==> src/rtl/posit_encoder_pp_if.sv <==
// Decoded-posit handshake channel.
//   pd_pkg::pd_type_e : flavour of decoded operand carried by the channel.
//   pd_control_if     : rts/rtr handshake plus sow/eow framing and the decoded
//                       fields (sign, scale, fraction, guard, round, sticky,
//                       zero, NaR). FRAC_W and SCALE_W are derived from the
//                       posit geometry so producers and consumers agree.
package pd_pkg;
  typedef enum logic [1:0] {
    NORMAL  = 2'd0,
    ROUNDED = 2'd1,
    DIVSQRT = 2'd2
  } pd_type_e;
endpackage

interface pd_control_if #(
  parameter int                POSIT_WIDTH = 8,
  parameter int                POSIT_ES    = 0,
  parameter pd_pkg::pd_type_e  PD_TYPE     = pd_pkg::NORMAL
);
  // Widest fraction a posit can carry: N minus sign and a 2-bit regime minus ES.
  localparam int FRAC_W  = (POSIT_WIDTH - 3 - POSIT_ES > 0) ? POSIT_WIDTH - 3 - POSIT_ES : 1;
  // Wide enough to hold scales beyond +/-maxpos so the encoder can clamp them.
  localparam int SCALE_W = $clog2(POSIT_WIDTH) + POSIT_ES + 2;

  logic                      rts;
  logic                      rtr;
  logic                      sow;
  logic                      eow;
  logic                      sign;
  logic signed [SCALE_W-1:0] scale;
  logic [FRAC_W-1:0]         fraction;
  logic                      guard;
  logic                      round;
  logic                      sticky;
  logic                      zero;
  logic                      NaR;

  modport master (output rts, sow, eow, sign, scale, fraction, guard, round, sticky, zero, NaR,
                  input  rtr);
  modport slave  (input  rts, sow, eow, sign, scale, fraction, guard, round, sticky, zero, NaR,
                  output rtr);
endinterface

==> src/rtl/posit_encoder_pp.sv <==
// Two-stage pipelined posit encoder.
//   clk, rst_n : clock, synchronous active-low reset
//   operand    : decoded posit in (pd_control_if.slave, rts/rtr handshake)
//   posit_o    : encoded posit pattern, sow_o/eow_o framing aligned with it
//   rts_o      : posit_o valid; rtr_i : downstream ready
// Stage 1 clamps the scale and lays out the unbounded body (regime, exponent,
// fraction, guard, round). Stage 2 rounds the body to N-1 bits with
// round-to-nearest-even, saturates, and applies sign / zero / NaR.
module posit_encoder_pp #(
  parameter int POSIT_WIDTH = 8,
  parameter int POSIT_ES    = 0
) (
  input  logic                   clk,
  input  logic                   rst_n,
  pd_control_if.slave            operand,
  output logic [POSIT_WIDTH-1:0] posit_o,
  output logic                   sow_o,
  output logic                   eow_o,
  output logic                   rts_o,
  input  logic                   rtr_i
);
  localparam int N      = POSIT_WIDTH;
  localparam int ES     = POSIT_ES;
  localparam int FW     = (N - 3 - ES > 0) ? N - 3 - ES : 1;
  localparam int SW     = $clog2(N) + ES + 2;
  localparam int TW     = ES + FW + 2;      // exponent, fraction, guard, round
  localparam int BW     = N + TW;           // longest regime is N bits
  localparam int MAXS   = (N - 2) << ES;
  localparam int STAGES = 2;

  localparam logic signed [SW-1:0] MAXS_S = SW'(MAXS);
  localparam logic [BW-1:0]        ONES   = '1;
  localparam logic [BW-1:0]        TOP    = {1'b1, {(BW-1){1'b0}}};

  if (operand.POSIT_WIDTH != POSIT_WIDTH || operand.POSIT_ES != POSIT_ES ||
      operand.PD_TYPE != pd_pkg::NORMAL) begin : g_param_chk
    $fatal(1, "posit_encoder_pp: operand interface parameters do not match the encoder");
  end

  typedef struct packed {
    logic          sow;
    logic          eow;
    logic          sign;
    logic          zero;
    logic          nar;
    logic          sticky;
    logic          guard;
    logic          round;
    logic [SW-1:0] scale;
    logic [FW-1:0] frac;
  } op_t;

  logic            process_en, rtr_q, in_fire;
  logic            skid_v, src_vld;
  op_t             skid_op, in_op, src;
  logic [STAGES:1] vld_pipe;

  assign process_en  = rtr_i | ~rts_o;
  assign operand.rtr = rtr_q;
  assign in_fire     = operand.rts & rtr_q;
  assign rts_o       = vld_pipe[STAGES];

  // A skid entry always wins: rtr is a cycle late, so while the skid drains
  // rtr_q is still 0 and no new input can arrive in the same cycle.
  always_comb begin
    in_op = '{sow: operand.sow, eow: operand.eow, sign: operand.sign,
              zero: operand.zero, nar: operand.NaR, sticky: operand.sticky,
              guard: operand.guard, round: operand.round,
              scale: operand.scale, frac: operand.fraction};
    src     = skid_v ? skid_op : in_op;
    src_vld = skid_v | in_fire;
  end

  always_ff @(posedge clk) begin
    if (!rst_n) begin
      rtr_q   <= 1'b0;
      skid_v  <= 1'b0;
      skid_op <= '0;
    end else begin
      rtr_q <= process_en;
      if (!process_en && in_fire) begin
        skid_v  <= 1'b1;
        skid_op <= in_op;
      end else if (process_en) begin
        skid_v  <= 1'b0;
      end
    end
  end

  // ---------------- stage 1: clamp and body layout ----------------
  logic signed [SW-1:0] sc, k;
  logic [SW-1:0]        rlen;
  logic [TW-1:0]        tail;
  logic [BW-1:0]        body;

  always_comb begin
    sc = $signed(src.scale);
    if (sc > MAXS_S)       sc = MAXS_S;
    else if (sc < -MAXS_S) sc = -MAXS_S;
    k    = sc >>> ES;
    rlen = k[SW-1] ? $unsigned(-k) : $unsigned(k + SW'(1));
  end

  if (ES > 0) begin : g_tail_e
    assign tail = {sc[ES-1:0], src.frac, src.guard, src.round};
  end else begin : g_tail
    assign tail = {src.frac, src.guard, src.round};
  end

  // Regime is a run of rlen identical bits plus an opposite terminator; the
  // tail follows it. BW is sized so nothing is lost here -- truncation to
  // N-1 bits happens only in stage 2 where dropped bits feed R and S.
  always_comb begin
    if (!k[SW-1]) body = ~(ONES >> rlen);
    else          body = TOP >> rlen;
    body = body | ({tail, {N{1'b0}}} >> (rlen + SW'(1)));
  end

  logic          s1_sow, s1_eow, s1_sign, s1_zero, s1_nar, s1_sticky;
  logic [BW-1:0] s1_body;

  // ---------------- stage 2: round, saturate, sign ----------------
  logic [N-2:0] b, b_rnd;
  logic         r_bit, s_bit;
  logic [N-1:0] mag, p_nxt;

  always_comb begin
    b     = s1_body[BW-1 -: N-1];
    r_bit = s1_body[BW-N];
    s_bit = (|s1_body[BW-N-1:0]) | s1_sticky;
    b_rnd = b;
    // Never carry out of an all-ones body: that would wrap into NaR / zero.
    if (r_bit && (b[0] || s_bit) && !(&b)) b_rnd = b + 1'b1;
    if (b_rnd == '0) b_rnd = {{(N-2){1'b0}}, 1'b1};
    mag = {1'b0, b_rnd};
    if (s1_nar)       p_nxt = {1'b1, {(N-1){1'b0}}};
    else if (s1_zero) p_nxt = '0;
    else if (s1_sign) p_nxt = -mag;
    else              p_nxt = mag;
  end

  always_ff @(posedge clk) begin
    if (!rst_n) begin
      vld_pipe  <= '0;
      s1_sow    <= 1'b0;
      s1_eow    <= 1'b0;
      s1_sign   <= 1'b0;
      s1_zero   <= 1'b0;
      s1_nar    <= 1'b0;
      s1_sticky <= 1'b0;
      s1_body   <= '0;
      posit_o   <= '0;
      sow_o     <= 1'b0;
      eow_o     <= 1'b0;
    end else if (process_en) begin
      vld_pipe  <= {vld_pipe[STAGES-1:1], src_vld};
      s1_sow    <= src.sow;
      s1_eow    <= src.eow;
      s1_sign   <= src.sign;
      s1_zero   <= src.zero;
      s1_nar    <= src.nar;
      s1_sticky <= src.sticky;
      s1_body   <= body;
      posit_o   <= p_nxt;
      sow_o     <= s1_sow;
      eow_o     <= s1_eow;
    end
  end
endmodule

==> src/flat_wrapper.sv <==
// flat-port wrapper written by rule: the top's interface ports become plain ports
module posit_encoder_pp_flat 
#(
  parameter int POSIT_WIDTH = 8,
  parameter int POSIT_ES    = 0
)
  (clk, rst_n, posit_o, sow_o, eow_o, rts_o, rtr_i, operand_rts, operand_sow, operand_eow, operand_sign, operand_scale, operand_fraction, operand_guard, operand_round, operand_sticky, operand_zero, operand_NaR, operand_rtr);
  pd_control_if #(.POSIT_WIDTH(POSIT_WIDTH), .POSIT_ES(POSIT_ES)) operand_i ();
  input  logic clk;
  input  logic rst_n;
  output logic [POSIT_WIDTH-1:0] posit_o;
  output logic sow_o;
  output logic eow_o;
  output logic rts_o;
  input  logic rtr_i;
  input wire logic [$bits(operand_i.rts)-1:0] operand_rts;
  input wire logic [$bits(operand_i.sow)-1:0] operand_sow;
  input wire logic [$bits(operand_i.eow)-1:0] operand_eow;
  input wire logic [$bits(operand_i.sign)-1:0] operand_sign;
  input wire logic [$bits(operand_i.scale)-1:0] operand_scale;
  input wire logic [$bits(operand_i.fraction)-1:0] operand_fraction;
  input wire logic [$bits(operand_i.guard)-1:0] operand_guard;
  input wire logic [$bits(operand_i.round)-1:0] operand_round;
  input wire logic [$bits(operand_i.sticky)-1:0] operand_sticky;
  input wire logic [$bits(operand_i.zero)-1:0] operand_zero;
  input wire logic [$bits(operand_i.NaR)-1:0] operand_NaR;
  output wire logic [$bits(operand_i.rtr)-1:0] operand_rtr;
  assign operand_i.rts = operand_rts;
  assign operand_i.sow = operand_sow;
  assign operand_i.eow = operand_eow;
  assign operand_i.sign = operand_sign;
  assign operand_i.scale = operand_scale;
  assign operand_i.fraction = operand_fraction;
  assign operand_i.guard = operand_guard;
  assign operand_i.round = operand_round;
  assign operand_i.sticky = operand_sticky;
  assign operand_i.zero = operand_zero;
  assign operand_i.NaR = operand_NaR;
  assign operand_rtr = operand_i.rtr;
  posit_encoder_pp #(.POSIT_WIDTH(POSIT_WIDTH), .POSIT_ES(POSIT_ES)) u_core (.clk(clk), .rst_n(rst_n), .operand(operand_i), .posit_o(posit_o), .sow_o(sow_o), .eow_o(eow_o), .rts_o(rts_o), .rtr_i(rtr_i));
endmodule
==> config.mk <==
export PLATFORM = sky130hd
export DESIGN_NAME = posit_encoder_pp_flat
export DESIGN_NICKNAME = d
export VERILOG_FILES = /design/src/rtl/posit_encoder_pp_if.sv /design/src/rtl/posit_encoder_pp.sv /design/src/flat_wrapper.sv
export SDC_FILE = /design/constraint.sdc
export NUM_CORES = 1
export LEC_CHECK = 0
export BUFFER_PORTS_ARGS = -buffer_cell sky130_fd_sc_hd__buf_2
export CAP_MARGIN = 30
export CORE_MARGIN = 2
export CORE_UTILIZATION = 50
export CTS_CLUSTER_SIZE = 30
export DETAILED_ROUTE_END_ITERATION = 10
export PLACE_DENSITY = 0.68
export SLEW_MARGIN = 0
export SYNTH_ARGS = -nofsm -noshare
export SYNTH_HDL_FRONTEND = slang
export SYNTH_SLANG_ARGS = --single-unit
==> constraint.sdc <==
create_clock -name clk -period 5.8 [get_ports clk]
set_clock_uncertainty 0.1 [all_clocks]
set_input_delay 0 -clock clk [delete_from_list [all_inputs] [get_ports clk]]
set_output_delay 0 -clock clk [all_outputs]
set_load 0.05 [all_outputs]
==> implementation parameters <==
Parameter                              Value

Critical path
  Slowest CP cell    dfxtp_1
  Sum of buffers and inverters on the critical path    3
  Register-to-register setup slack    around 940 ps
  Crit path capture type    register
  Kind of launch point of the worst setup path    register
  Cell family contributing the most delay on the critical path    adder cells
  Largest incremental delay on the critical path    roughly 530 ps
  Cell repeated most along the worst path    ha_1
  Data required time of the critical path    between 5000 and 6000 ps
  Cell chain of the critical path    mux2_4 -> inv_4 -> ha_1 -> or3_1 -> ha_1 -> or3_1 -> nand4_2 -> nand3_1 -> buf_4 -> ha_1 -> clkinv_1 -> o2111a_1 -> a2111oi_0 -> o221a_1
  Critical path arrival    around 5000 ps
  Start-to-end type of the worst setup path    reg2reg
  Worst-path maximum fanout    19

STA
  Setup repair after global routing missed its margin    no
  Worst hold slack    just over 50 ps
  Slew at the pin with the worst max-slew slack    roughly 900 ps
  Final period demand of the worst path    around 4900 ps
  Highest attainable clock frequency    about 210 MHz
  Final TNS setup    0 ps
  Setup violators final    0
  Slew headroom    0.4099
  Hold violation count in the final report    0
  Number of pins exceeding their max-slew limit in the final report    0
  Final period utilization    0.8385

Floorplan
  Initial standard-cell utilization of the core    0.5109
  # rows    33
  Area enclosed by the die boundary    slightly above 9000 sq um
  Core box area    8175 sq um
  Die boundary width    ~95 um
  Boundary Pins    34
  Vertical die dimension    95.40 um

Power
  Leakage    between 1.5 and 2 nW
  Switching part of the total    0.4057
  Power per unit of standard cell area    roughly 250 nW/um^2
  Clock Power Share    0.189
  Power consumption    between 1 and 1.5 mW
  Sequential share of power    0.381
  Combinational group share of total power    0.431
  Worst VDD drop    between 0.1 and 0.15 mV
  Net Switching    ~460 uW
  Internal cell power    674.5 uW

Cells and area
  Synth-to-Final Area Change    10.28%
  Diodes inserted    0
  Sequential cell area    about 1100 sq um
  Final-stage net count    slightly below 600
  Fillers    about 740
  Post-layout utilization of the core    0.5634
  Share of final-layout standard cells stronger than drive strength 1    0.1324
  Area occupied by multi-input gates    roughly 2800 sq um

Routing
  Via density per instance    between 6 and 7
  Via total after detailed routing    slightly above 4,000
  First-pass iteration count of the detailed router    5
  Drt first-iter violations    232
  Drt total wl    ~11,000 um
  Number of nets with antenna violations after detailed routing    0
  Average wire length per cell after detail routing    around 17 um
  Remaining design rule violation count    0

Run
  Max-cap violation count    0

Synthesis
  Largest area contributor in the netlist    dfxtp_1
  Count of synthesis-stage warnings from yosys    0
  Netlist Area Pre-Place    roughly 4200 sq um
  Register area share after synthesis    0.2540
  Most area-consuming cells after synthesis    dfxtp_1 25%, nand2_1 7.1%, mux2i_1 4.3%
  Nets in the synthesized netlist    around 560
  Share of synthesized flip-flops with an asynchronous set or reset    0
  Per-instance average area after synthesis    8.016 sq um
  Most used flip-flop cell after synthesis    dfxtp_1
  Number of different library cells in the post-synthesis netlist    81
  Number of flops mapped to enable cells by yosys    0
  Synth cell count leaders    79 x nand2_1, 53 x dfxtp_1, 28 x clkbuf_1
  Most repeated cell in the gate-level netlist after synthesis    nand2_1
  Post-synthesis cell count    around 520
  Number of storage elements in the synthesis netlist    53
  Area share of the largest cell type after synthesis    0.2540

Global routing
  Vias in the first global route    3,603
  Grt ovf    0
  Largest net degree at the start of global routing    47
  Number of antenna violations at the first check in global routing    0
  Wire length of the first global-routing pass    between 15,000 and 20,000 um
  GRT Util Overall    0.2517

Clock network
  Insertion delay to the later sink of the worst-skew pair    about 310 ps
  Maximum clock insertion buffer count    2
  CTS tree    yes
  Clock slew at the register clock pins of the worst setup and hold paths    100 ps
  H-tree depth reported by CTS    2
  CTS sink cnt    53
  Number of clock buffers inserted by TritonCTS    5
  Root buffer selected by CTS    clkbuf_8

Min path
  Worst Hold Class    in2reg

Place
  Placer's final routability congestion estimate    0.9483
  Detailed placement HPWL    a little over 8000 um
  Count of buffers from port buffering    33

Status
  Run status    finished, final reports clean
## final cells by class
class / count / share of cell area
clock buffer: 5 / 0.01494
clock inverter: 3 / 0.004618
inverter: 28 / 0.02336
multi-input combinational: 400 / 0.6161
sequential: 53 / 0.2304
tap: 105 / 0.02852
timing repair buffer: 55 / 0.08204
## repair_timing
action                     4_1_cts  5_1_grt
buffers inserted                 0        0
hold endpoints to repair        25        0
hold buffers                    19        0
setup endpoints to repair        0        0
gates resized for setup          0        0
## state kept, by name (all words and copies together), names as in the netlist, 2 cells and up
signal           count
u_core.posit_o       8
u_core.s1_body      15
u_core.skid_op      18
u_core.vld_pipe      2
## stage by stage
step                      worst slack [ps]  instances  instance area (sq um)
after floorplan                       1424        521                   4177
after global placement                1145        622                   4325
after detailed placement              1042        622                   4325
after CTS                            996.5        649                   4606
after global routing                 529.8        649                   4606
final                                936.6        649                   4606
## layer usage
metal  wire [um]  part of all wire  up-vias  global-route usage
met1        5150              0.46     1893              0.3553
li1            -                 -     1992                   -
met5           0                 0        -                   0
met2        5067              0.46      121              0.3903
met3         577             0.052       22             0.03557
met4         333             0.030        0             0.09405
## logic make-up (layout without fill, tap and decap cells)
kind of cell,Yosys count,after routing,synth area share
fa+ha+maj,12,12,0.03595
simple gates,179,179,0.2091
buf+inv,68,91,0.06651
xor+xnor,12,12,0.02876
mux,29,29,0.09676
flops,53,53,0.2540
compound gates,168,168,0.3089
## layout by cell type, fill, tap and decap left out, types with 4 or more instances in the layout
| cell | netlist | layout |
|---|---|---|
| a31oi_1 | 9 | 9 |
| o21a_1 | 5 | 5 |
| a21o_1 | 4 | 4 |
| nand3_1 | 15 | 15 |
| a21oi_1 | 20 | 20 |
| and3_1 | 4 | 4 |
| clkbuf_8 | 0 | 5 |
| o211a_1 | 8 | 8 |
| xnor2_1 | 7 | 7 |
| ha_1 | 12 | 12 |
| nand2_1 | 79 | 79 |
| or4_1 | 4 | 4 |
| nor3_1 | 16 | 16 |
| o31ai_1 | 10 | 10 |
| nor2_1 | 20 | 20 |
| nand4_1 | 8 | 8 |
| nor4_1 | 8 | 8 |
| inv_1 | 24 | 24 |
| or3_1 | 7 | 7 |
| nand2b_1 | 6 | 6 |
| mux2i_1 | 18 | 18 |
| o21ai_0 | 22 | 22 |
| o2111ai_1 | 5 | 5 |
| dfxtp_1 | 53 | 53 |
| o21ai_1 | 5 | 5 |
| mux4_2 | 7 | 7 |
| a21boi_0 | 23 | 23 |
| o211ai_1 | 6 | 6 |
| o22ai_1 | 4 | 4 |
| a211oi_1 | 5 | 5 |
| buf_2 | 4 | 33 |
| dlygate4sd3_1 | 0 | 19 |
## tightest hold or removal path, delay by kind of cell
kind	cells	cell delay, ps
AND/OR/NAND/NOR	2	270
buffers and inverters	1	90
AO/OA/AOI/OAI	1	60
## worst paths after layout
check / start / to / depth (start not counted)
worst max-delay path: u_core.skid_v / u_core.s1_body[8] / 14
worst min-delay path: rtr_i / u_core.eow_o / 4
worst max register to register: u_core.skid_v / u_core.s1_body[8] / 14
worst min register to register: u_core.posit_o[4] / u_core.posit_o[4] / 2
## power groups by stage
stage                     clock [mW]  combinational (mW)  sequential, mW
after floorplan                    0               0.354           0.457
after global placement             0               0.466           0.438
after global routing           0.233               0.537           0.436
after detailed placement           0               0.471           0.440
final                          0.214               0.489           0.432
after CTS                      0.221               0.484           0.431
Power figures use the tool's default switching activity.
